$ cat config.mk
export PLATFORM = sky130hd
export DESIGN_NAME = ce_pulse_gen
export DESIGN_NICKNAME = d
export VERILOG_FILES = /design/src/rtl/ce_pkg.sv /design/src/rtl/ce_prescaler.sv /design/src/rtl/ce_pulse_gen.sv
export SDC_FILE = /design/constraint.sdc
export NUM_CORES = 1
export LEC_CHECK = 0
export ABC_AREA = 1
export CAP_MARGIN = 20
export CORE_UTILIZATION = 45
export CTS_CLUSTER_DIAMETER = 200
export CTS_CLUSTER_SIZE = 8
export DETAILED_ROUTE_END_ITERATION = 8
export PLACE_DENSITY = 0.77
export SLEW_MARGIN = 0
export SYNTH_ARGS = -nofsm -noshare
export SYNTH_HDL_FRONTEND = slang
export SYNTH_SLANG_ARGS = --single-unit
$ cat constraint.sdc
create_clock -name clk -period 3.6 [get_ports clk]
set_input_delay 0.9 -clock clk [delete_from_list [all_inputs] [get_ports clk]]
set_output_delay 0.9 -clock clk [all_outputs]
set_load 0.02 [all_outputs]
$ cat src/rtl/ce_pkg.sv
`default_nettype none
// +----------------------------------------------------------------------+
// | ce_pkg : shared FSM state type and mode constants for ce_pulse_gen   |
// | Rev 1.0                                                              |
// +----------------------------------------------------------------------+
package ce_pkg;

    typedef enum logic [1:0] {
        IDLE = 2'd0,
        RUN  = 2'd1,
        DONE = 2'd2
    } state_t;

    localparam logic MODE_CONT  = 1'b0;
    localparam logic MODE_BURST = 1'b1;

endpackage
`default_nettype wire

$ cat src/rtl/ce_prescaler.sv
`default_nettype none
// +----------------------------------------------------------------------+
// | ce_prescaler : divide-by-(div+1) counter with terminal-count output  |
// | Rev 1.0                                                              |
// +----------------------------------------------------------------------+
module ce_prescaler #(
    parameter int DIV_W = 16
) (
    input  logic             clk,
    input  logic             clr,
    input  logic             sclr,
    input  logic             en,
    input  logic [DIV_W-1:0] div,
    output logic             tc
);

    logic [DIV_W-1:0] r_cnt;

    // Terminal count is seen on the edge that wraps the counter back to 0.
    assign tc = (r_cnt == div);

    always_ff @(posedge clk or posedge clr) begin
        if (clr) begin
            r_cnt <= '0;
        end else if (sclr) begin
            r_cnt <= '0;
        end else if (en) begin
            r_cnt <= tc ? '0 : r_cnt + DIV_W'(1);
        end
    end

endmodule
`default_nettype wire

$ cat src/rtl/ce_pulse_gen.sv
`default_nettype none
// +----------------------------------------------------------------------+
// | ce_pulse_gen : clock-enable pulse generator, continuous or burst     |
// | Rev 1.0                                                              |
// +----------------------------------------------------------------------+
module ce_pulse_gen
    import ce_pkg::*;
#(
    parameter int DIV_W = 16,
    parameter int CNT_W = 8
) (
    input  logic             clk,
    input  logic             clr,
    input  logic             sreset,
    input  logic [DIV_W-1:0] div,
    input  logic             mode,
    input  logic [CNT_W-1:0] burst_len,
    input  logic             start,
    input  logic             stop,
    output logic             ce,
    output logic             busy,
    output logic             done,
    output logic [CNT_W-1:0] tick_cnt
);

    state_t           r_state;
    logic [DIV_W-1:0] r_div;
    logic             r_mode;
    logic [CNT_W-1:0] r_len;
    logic             r_ce;
    logic             r_busy;
    logic             r_done;
    logic [CNT_W-1:0] r_tick;

    logic w_launch;
    logic w_tc;
    logic w_burst_end;

    assign w_launch    = (r_state == IDLE) && start && !stop;
    // tick count restarts at launch, so it equals the pulses issued in this burst
    assign w_burst_end = (r_mode == MODE_BURST) && (r_tick == r_len);

    ce_prescaler #(
        .DIV_W (DIV_W)
    ) u_prescaler (
        .clk  (clk),
        .clr  (clr),
        .sclr (sreset | w_launch),
        .en   (r_state == RUN),
        .div  (r_div),
        .tc   (w_tc)
    );

    always_ff @(posedge clk or posedge clr) begin
        if (clr) begin
            r_state <= IDLE;
            r_div   <= '0;
            r_mode  <= MODE_CONT;
            r_len   <= '0;
            r_ce    <= 1'b0;
            r_busy  <= 1'b0;
            r_done  <= 1'b0;
            r_tick  <= '0;
        end else if (sreset) begin
            r_state <= IDLE;
            r_div   <= '0;
            r_mode  <= MODE_CONT;
            r_len   <= '0;
            r_ce    <= 1'b0;
            r_busy  <= 1'b0;
            r_done  <= 1'b0;
            r_tick  <= '0;
        end else begin
            case (r_state)
                IDLE: begin
                    r_ce   <= 1'b0;
                    r_done <= 1'b0;
                    if (w_launch) begin
                        r_state <= RUN;
                        r_div   <= div;
                        r_mode  <= mode;
                        r_len   <= burst_len;
                        r_tick  <= '0;
                        r_busy  <= 1'b1;
                    end
                end
                RUN: begin
                    if (stop) begin
                        r_state <= IDLE;
                        r_ce    <= 1'b0;
                        r_busy  <= 1'b0;
                        r_done  <= 1'b0;
                    end else if (w_burst_end) begin
                        r_state <= DONE;
                        r_ce    <= 1'b0;
                        r_busy  <= 1'b0;
                        r_done  <= 1'b1;
                    end else begin
                        r_ce <= w_tc;
                        if (w_tc) begin
                            r_tick <= r_tick + CNT_W'(1);
                        end
                    end
                end
                DONE: begin
                    r_state <= IDLE;
                    r_ce    <= 1'b0;
                    r_busy  <= 1'b0;
                    r_done  <= 1'b0;
                end
                default: begin
                    r_state <= IDLE;
                    r_ce    <= 1'b0;
                    r_busy  <= 1'b0;
                    r_done  <= 1'b0;
                end
            endcase
        end
    end

    assign ce       = r_ce;
    assign busy     = r_busy;
    assign done     = r_done;
    assign tick_cnt = r_tick;

endmodule
`default_nettype wire
==> results of run 1 <==
critical path, cell delays in order:
cell and delay, ns:
sky130_fd_sc_hd__clkdlybuf4s50_1 0.45, sky130_fd_sc_hd__inv_1 0.03, sky130_fd_sc_hd__nor2_1 0.21, sky130_fd_sc_hd__a21oi_4 0.15, sky130_fd_sc_hd__nand2_4 0.30, sky130_fd_sc_hd__nand3_1 0.15
sky130_fd_sc_hd__nor2_1 0.14, sky130_fd_sc_hd__xor2_1 0.19, sky130_fd_sc_hd__nor2_2 0.04
layer usage:
| layer | global-route usage | up-vias | wire length [microns] | part of all wire |
|---|---|---|---|---|
| li1 | - | 1414 | - | - |
| met1 | 0.263 | 1269 | 3030 | 0.46 |
| met2 | 0.342 | 56 | 3100 | 0.47 |
| met3 | 0.0354 | 11 | 322 | 0.049 |
| met4 | 0.0709 | 0 | 102 | 0.016 |
| met5 | 0 | - | 0 | 0 |
worst paths after layout:
path / from / end / slack (ns) / depth (start not counted)
setup / recovery: start / u_prescaler.r_cnt[6]$_DFFE_PP0P_ / 1.21 / 9
hold / removal: tick_cnt[7]$_DFFE_PP0P_ / tick_cnt[7]$_DFFE_PP0P_ / 0.52 / 2
setup reg to reg: u_prescaler.r_cnt[0]$_DFFE_PP0P_ / u_prescaler.r_cnt[10]$_DFFE_PP0P_ / 1.72 / 10
hold reg to reg: tick_cnt[7]$_DFFE_PP0P_ / tick_cnt[7]$_DFFE_PP0P_ / 0.52 / 2
max in group asynchronous: clr / done$_DFFE_PP0P_ / 2.07 / 3
min in group asynchronous: clr / tick_cnt[6]$_DFFE_PP0P_ / 1.09 / 3
logic make-up (layout without fill, tap and decap cells):
| logic type | count (synthesis) | after routing | share of synthesized area |
|---|---|---|---|
| AO/OA/AOI/OAI | 45 | 45 | 0.0802 |
| XOR/XNOR | 10 | 10 | 0.0285 |
| adder cells (fa/ha/maj) | 2 | 2 | 0.00814 |
| buffers and inverters | 82 | 123 | 0.111 |
| flip-flops | 53 | 53 | 0.432 |
| AND/OR/NAND/NOR | 236 | 236 | 0.341 |
flip-flops by register name, indices dropped and copies added (netlist names):
register           cells
r_div                 16
u_prescaler.r_cnt     16
r_len                  8
tick_cnt               8
r_state                2
ce                     1
done                   1
r_mode                 1
cells in the final DEF, fill, tap and decap left out:
| master | Yosys | final |
|---|---|---|
| sky130_fd_sc_hd__nand2_8 | 1 | 1 |
| sky130_fd_sc_hd__ha_1 | 2 | 2 |
| sky130_fd_sc_hd__nand3_4 | 1 | 1 |
| sky130_fd_sc_hd__dfrtp_1 | 53 | 53 |
| sky130_fd_sc_hd__nor3_1 | 2 | 2 |
| sky130_fd_sc_hd__nor2_1 | 40 | 40 |
| sky130_fd_sc_hd__nor4_1 | 1 | 1 |
| sky130_fd_sc_hd__a21oi_2 | 2 | 2 |
| sky130_fd_sc_hd__nand2_4 | 2 | 2 |
| sky130_fd_sc_hd__clkdlybuf4s50_1 | 0 | 40 |
| sky130_fd_sc_hd__nor2_2 | 9 | 9 |
| sky130_fd_sc_hd__nand4_1 | 13 | 13 |
| sky130_fd_sc_hd__clkinv_4 | 1 | 1 |
| sky130_fd_sc_hd__o21ai_1 | 5 | 5 |
| sky130_fd_sc_hd__nand2_1 | 128 | 128 |
| sky130_fd_sc_hd__nand2_2 | 2 | 2 |
| sky130_fd_sc_hd__xor2_1 | 9 | 9 |
| sky130_fd_sc_hd__inv_1 | 66 | 65 |
| sky130_fd_sc_hd__nor3b_1 | 2 | 2 |
| sky130_fd_sc_hd__nand3_1 | 35 | 35 |
| sky130_fd_sc_hd__clkbuf_1 | 4 | 3 |
| sky130_fd_sc_hd__a21oi_1 | 4 | 4 |
| sky130_fd_sc_hd__buf_4 | 0 | 2 |
| sky130_fd_sc_hd__a21boi_0 | 1 | 1 |
| sky130_fd_sc_hd__o21ai_0 | 32 | 32 |
| sky130_fd_sc_hd__xnor2_1 | 1 | 1 |
| sky130_fd_sc_hd__inv_2 | 5 | 6 |
| sky130_fd_sc_hd__a21oi_4 | 1 | 1 |
| sky130_fd_sc_hd__clkinv_1 | 1 | 1 |
| sky130_fd_sc_hd__clkbuf_8 | 0 | 5 |
power breakdown:
part / total [mW] / leakage, nW / switching [mW] / internal (mW)
sequential: 0.642 / 0.714 / 0.0194 / 0.623
combinational: 0.204 / 0.957 / 0.124 / 0.0798
clock: 0.326 / 0.0395 / 0.187 / 0.139
stage by stage:
step,std cells,setup WS [ns]
2_1_floorplan,428,1.41
3_3_place_gp,538,0.946
3_5_place_dp,538,0.896
4_1_cts,546,1.22
5_1_grt,546,1.04
6_report,546,1.21
layout make-up:
class,count,area share
multi-input combinational,293,0.390
timing repair buffer,42,0.115
tap,77,0.0267
sequential,53,0.368
inverter,73,0.0774
clock buffer,8,0.0222
==> results.txt, run 1 <==
----------------------------------------------------
[Final layout]
  Post-route core utilization ... 0.558
  Area of combinational cells with multiple inputs ... 1410 sq um
  Register Area ... 1330 sq um
  Fraction of layout cells with a size suffix above 1 ... 0.0682
  Area added between synthesis and finish ... 17.3%
  Area of all placed cells without fillers ... 3600 sq um
  Number of nets in the layout ... 500
  Number of antenna cells inserted ... 0
  Fill cells ... 634

[STA]
  RSZ-0062 raised after global routing ... no
  Sum of negative setup slack ... 0 ns
  Final cycle utilization of the critical path ... 0.665
  Pins over their slew limit ... 0
  Fmax ... 418 MHz
  Max-Slew Margin vs Limit ... 0.561
  Minimum clock period ... 2.39 ns
  Number of hold violations in the final report ... 0
  Hold Worst Slack ... 0.518 ns
  Setup-violating endpoint count in the final report ... 0
  Largest clock skew in the final design ... 0.0101 ns
  Slew at the pin closest to its max-slew limit ... 0.658 ns

[Clock tree]
  TritonCTS buffer count ... 5
  Clock input transition at the sequential cells of the worst setup and hold paths ... 0.09 ns
  Count of hold-fix buffers inserted at cts ... 0
  # clock sinks ... 53
  Clock tree buffer depth ... 2
  Clock tree from TritonCTS ... yes
  Clk Latency, worst-skew pair ... 0.30 ns
  Number of resized instances in the post-cts repair step ... 0
  Clock tree root buffer cell ... sky130_fd_sc_hd__clkbuf_8
  Max H-tree Level ... 2
  Setup bufs post-CTS ... 0

[Global route]
  Sum of overflow across all layers after global routing ... 0
  Wire length of the first global-routing pass ... 11.6 mm
  Initial antenna violation count ... 0
  Number of global-route vias before repair ... 2606
  GRT Util Overall ... 0.203
  Pin count of the biggest net entering global routing ... 54

[Place]
  Final weighted congestion in routability-driven placement ... 0.883
  Post-DP Area ... 3520 sq um
  Post-DP HPWL ... 4.79 mm
  Number of I/O port buffers ... 40

[Route]
  Number of DRC markers after the initial detailed-route iteration ... 203
  ANT nets after route ... 0
  Number of detailed-route iterations in the first pass ... 7
  Total via count after detailed routing ... 2750
  Number of remaining DRC errors ... 0
  Avg Vias per Cell ... 5.04
  Routed length per instance ... 12.0 microns
  Final wirelength ... 6.55 mm

[Power and ir drop]
  Total power ... 1.17 mW
  Leakage ... 1.71 nW
  Peak supply drop ... 0.175 mV
  Areal power density over the cells ... 325 nW/um^2

[Die]
  I/O pin count ... 41
  Die width ... 84.6 microns
  Die H ... 84.6 microns
  Core area ... 6460 sq um
  Initial Utilization ... 0.476
  Total die area ... 7160 sq um
  Row count ... 29

[Logic synthesis]
  Post-synthesis register bit count ... 53
  Combined area of all synthesized cells ... 3070 sq um
  Top cells by count, synth ... sky130_fd_sc_hd__nand2_1, sky130_fd_sc_hd__inv_1, sky130_fd_sc_hd__dfrtp_1, sky130_fd_sc_hd__nor2_1, sky130_fd_sc_hd__nand3_1
  Syn_nets ... 460
  Flip-flop cell with the highest count after synthesis ... sky130_fd_sc_hd__dfrtp_1
  Number of enable-type register cells in the synthesized netlist ... 0
  Number of instances in the synthesized netlist ... 428
  Number of distinct library cells after synthesis ... 30
  Proportion of register bits with asynchronous set or reset after synthesis ... 1.00
  Cell type with the highest aggregate area in the netlist ... sky130_fd_sc_hd__dfrtp_1
  Mean post-synth cell area ... 7.18 sq um
  Top-area cell type share of the netlist area ... 0.432
  Leading cell types by total area after synthesis ... sky130_fd_sc_hd__dfrtp_1, sky130_fd_sc_hd__nand2_1, sky130_fd_sc_hd__inv_1
  Most frequent cell after synthesis ... sky130_fd_sc_hd__nand2_1
  Number of warnings issued by yosys ... 0
  Sequential-to-total area share from yosys stat ... 0.432

[Critical path]
  Kind of critical path ... primary input to flop
  CP max FO ... 27
  Worst endpoint required time ... 3.80 ns
  Worst setup SP type ... primary input
  Data arrival at the endpoint of the critical path ... 2.59 ns
  Crit. End Element ... flop

[Worst hold path]
  Classification of the worst-slack hold path ... flop to flop

[Outcome]
  Run status ... finished clean

[Job]
  Number of maximum-capacitance constraint violations ... 0

----------------------------------------------------
(Power assumes the default switching activity.)
==> run 2, diff against run 1 <==
clock period = 2.25 ns   (was 3.6 ns; I/O delays follow)
==> results.txt, run 2 (synthesis gave the netlist of run 1 again) <==
----------------------------------------------------
[Place]
  Post-Place Cells ... 542 (was 538)
  Pre-CTS WS ... -0.0517 ns (was 0.896 ns)
  Number of I/O port buffers ... 40 (unchanged)
  Final weighted congestion in routability-driven placement ... 0.816 (was 0.883)
  Post-DP HPWL ... 4.89 mm (was 4.79 mm)

[Global route]
  Initial antenna violation count ... 0 (unchanged)
  Number of global-route vias before repair ... 2564 (was 2606)
  GRT Util Overall ... 0.205 (was 0.203)
  Pin count of the biggest net entering global routing ... 54 (unchanged)
  Wire length of the first global-routing pass ... 11.7 mm (was 11.6 mm)
  Sum of overflow across all layers after global routing ... 0 (unchanged)

[Critical path]
  Kind of critical path ... flop to output pin (was primary input to flop)
  Delay of the slowest cell on the worst path ... 0.66 ns (was 0.45 ns)
  Family with the most delay on the worst path ... buffers and inverters (was simple AND/OR/NAND/NOR gates)
  Crit path buf inv count ... 1 (was 2)
  Critical path's slowest cell ... sky130_fd_sc_hd__clkdlybuf4s50_1 (unchanged)
  Crit path cell chain ... clkdlybuf4s50_1 (was clkdlybuf4s50_1 > inv_1 > nor2_1 > a21oi_4 > nand2_4 > nand3_1 > nor2_1 > xor2_1 > nor2_2)
  Worst setup SP type ... flop (was primary input)
  Data arrival at the endpoint of the critical path ... 1.45 ns (was 2.59 ns)
  Worst endpoint required time ... 1.69 ns (was 3.80 ns)
  Crit. End Element ... output pin (was flop)
  CP max FO ... 7 (was 27)

[Route]
  ANT nets after route ... 0 (unchanged)
  Number of remaining DRC errors ... 0 (unchanged)
  Metal2 WL ... 3.07 mm (was 3.10 mm)
  Number of DRC markers after the initial detailed-route iteration ... 182 (was 203)
  Metal-1 WL ... 3.26 mm (was 3.03 mm)
  Number of detailed-route iterations in the first pass ... 6 (was 7)
  Max layer used ... met4 (unchanged)
  Avg Vias per Cell ... 4.96 (was 5.04)
  WL met3 ... 191 microns (was 322 microns)
  Total via count after detailed routing ... 2727 (was 2750)
  Final wirelength ... 6.61 mm (was 6.55 mm)
  Routed length per instance ... 12.0 microns (about the same)

[Clock tree]
  Clock tree root buffer cell ... sky130_fd_sc_hd__clkbuf_8 (unchanged)
  Clock input transition at the sequential cells of the worst setup and hold paths ... 0.10 ns (was 0.09 ns)
  Max H-tree Level ... 2 (unchanged)
  Clock tree buffer depth ... 2 (unchanged)
  Clk Latency, worst-skew pair ... 0.31 ns (was 0.30 ns)
  Clock tree from TritonCTS ... yes (unchanged)
  Number of resized instances in the post-cts repair step ... 0 (unchanged)
  TritonCTS buffer count ... 5 (unchanged)
  Setup bufs post-CTS ... 0 (unchanged)
  Count of hold-fix buffers inserted at cts ... 0 (unchanged)
  # clock sinks ... 53 (unchanged)

[Final layout]
  Largest registers ... r_div x16, u_prescaler.r_cnt x16 (unchanged)
  Number of antenna cells inserted ... 0 (unchanged)
  Top library cells by usage in the layout, fill and taps aside ... sky130_fd_sc_hd__nand2_1, sky130_fd_sc_hd__inv_1, sky130_fd_sc_hd__dfrtp_1 (unchanged)
  Fill cells ... 625 (was 634)
  Fraction of layout cells with a size suffix above 1 ... 0.0761 (was 0.0682)
  Final std cells w/o fill ... 550 (was 546)
  Number of nets in the layout ... 504 (was 500)
  Most common cell after layout, fill and taps aside ... sky130_fd_sc_hd__nand2_1 (unchanged)
  Area added between synthesis and finish ... 18.6% (was 17.3%)

[STA]
  Fmax ... 497 MHz
  Final setup margin ... 0.236 ns (was 1.21 ns)
  Largest clock skew in the final design ... 0.0105 ns (was 0.0101 ns)
  RSZ-0062 raised after global routing ... no (unchanged)
  Number of hold violations in the final report ... 0 (unchanged)
  Minimum clock period ... 2.01 ns
  Slew at the pin closest to its max-slew limit ... 0.645 ns (was 0.658 ns)
  Sum of negative setup slack ... 0 ns (unchanged)
  Pins over their slew limit ... 0 (unchanged)
  Setup-violating endpoint count in the final report ... 0 (unchanged)
  Final cycle utilization of the critical path ... 0.895
  Max-Slew Margin vs Limit ... 0.569 (was 0.561)

[Power and ir drop]
  P_sw ... 0.539 mW (was 0.330 mW)
  Part of the total power dissipated in combinational logic ... 0.179 (was 0.174)
  Cell Int Power ... 1.36 mW (was 0.842 mW)
  Areal power density over the cells ... 520 nW/um^2 (was 325 nW/um^2)
  Register share of total power ... 0.543 (was 0.548)
  Proportion of total power due to net switching ... 0.284 (was 0.282)
  Leakage ... 1.73 nW (was 1.71 nW)
  Peak supply drop ... 0.234 mV (was 0.175 mV)
  Clock share of power ... 0.278 (about the same)

[Die]
  Initial Utilization ... 0.476 (unchanged)
  Die H ... 84.6 microns (unchanged)
  Die width ... 84.6 microns (unchanged)
  Core area ... 6460 sq um (unchanged)
  Total die area ... 7160 sq um (unchanged)
  Row count ... 29 (unchanged)
  I/O pin count ... 41 (unchanged)

[Worst hold path]
  Classification of the worst-slack hold path ... flop to flop (unchanged)

[Job]
  Number of maximum-capacitance constraint violations ... 0 (unchanged)

[Outcome]
  Run status ... finished clean (unchanged)

----------------------------------------------------
run 2: final cells by class:
cell class	count	area, sq um	share of cell area
clock buffer	8	80.1	0.0220
multi-input combinational	293	1410	0.386
inverter	73	279	0.0765
timing repair buffer	46	458	0.126
sequential	53	1330	0.364
tap	77	96.3	0.0264
run 2: metrics by stage:
stage	hold WS (ns)	instance area (sq um)	utilization	power, mW
4_1_cts	0.542	3650	0.565	1.92
3_5_place_dp	0.521	3570	0.552	1.39
6_report	0.536	3650	0.565	1.90
5_1_grt	0.567	3650	0.565	1.99
2_1_floorplan	0.470	3070	-	1.27
3_3_place_gp	0.496	3570	0.552	1.38
run 2: path summary, 6_finish.rpt:
kind	start	end	slack (ns)	depth (start not counted)
worst max-delay path	tick_cnt[0]$_DFFE_PP0P_	tick_cnt[0]	0.24	1
worst min-delay path	tick_cnt[7]$_DFFE_PP0P_	tick_cnt[7]$_DFFE_PP0P_	0.54	2
worst max register to register	u_prescaler.r_cnt[0]$_DFFE_PP0P_	u_prescaler.r_cnt[10]$_DFFE_PP0P_	0.44	10
worst min register to register	tick_cnt[7]$_DFFE_PP0P_	tick_cnt[7]$_DFFE_PP0P_	0.54	2
max in group asynchronous	clr	u_prescaler.r_cnt[6]$_DFFE_PP0P_	1.38	3
min in group asynchronous	clr	tick_cnt[7]$_DFFE_PP0P_	0.62	3
run 2: routing by layer:
metal | GRT usage | vias up
met5 | 0 | -
met4 | 0.0570 | 0
met3 | 0.0275 | 9
met2 | 0.339 | 50
met1 | 0.283 | 1246
li1 | - | 1422
run 2: power groups by stage:
stage	Clock [mW]	Combinational [mW]	Sequential, mW
2_1_floorplan	0	0.226	1.04
6_report	0.527	0.340	1.03
5_1_grt	0.569	0.390	1.04
4_1_cts	0.543	0.344	1.03
3_5_place_dp	0	0.343	1.05
3_3_place_gp	0	0.337	1.05
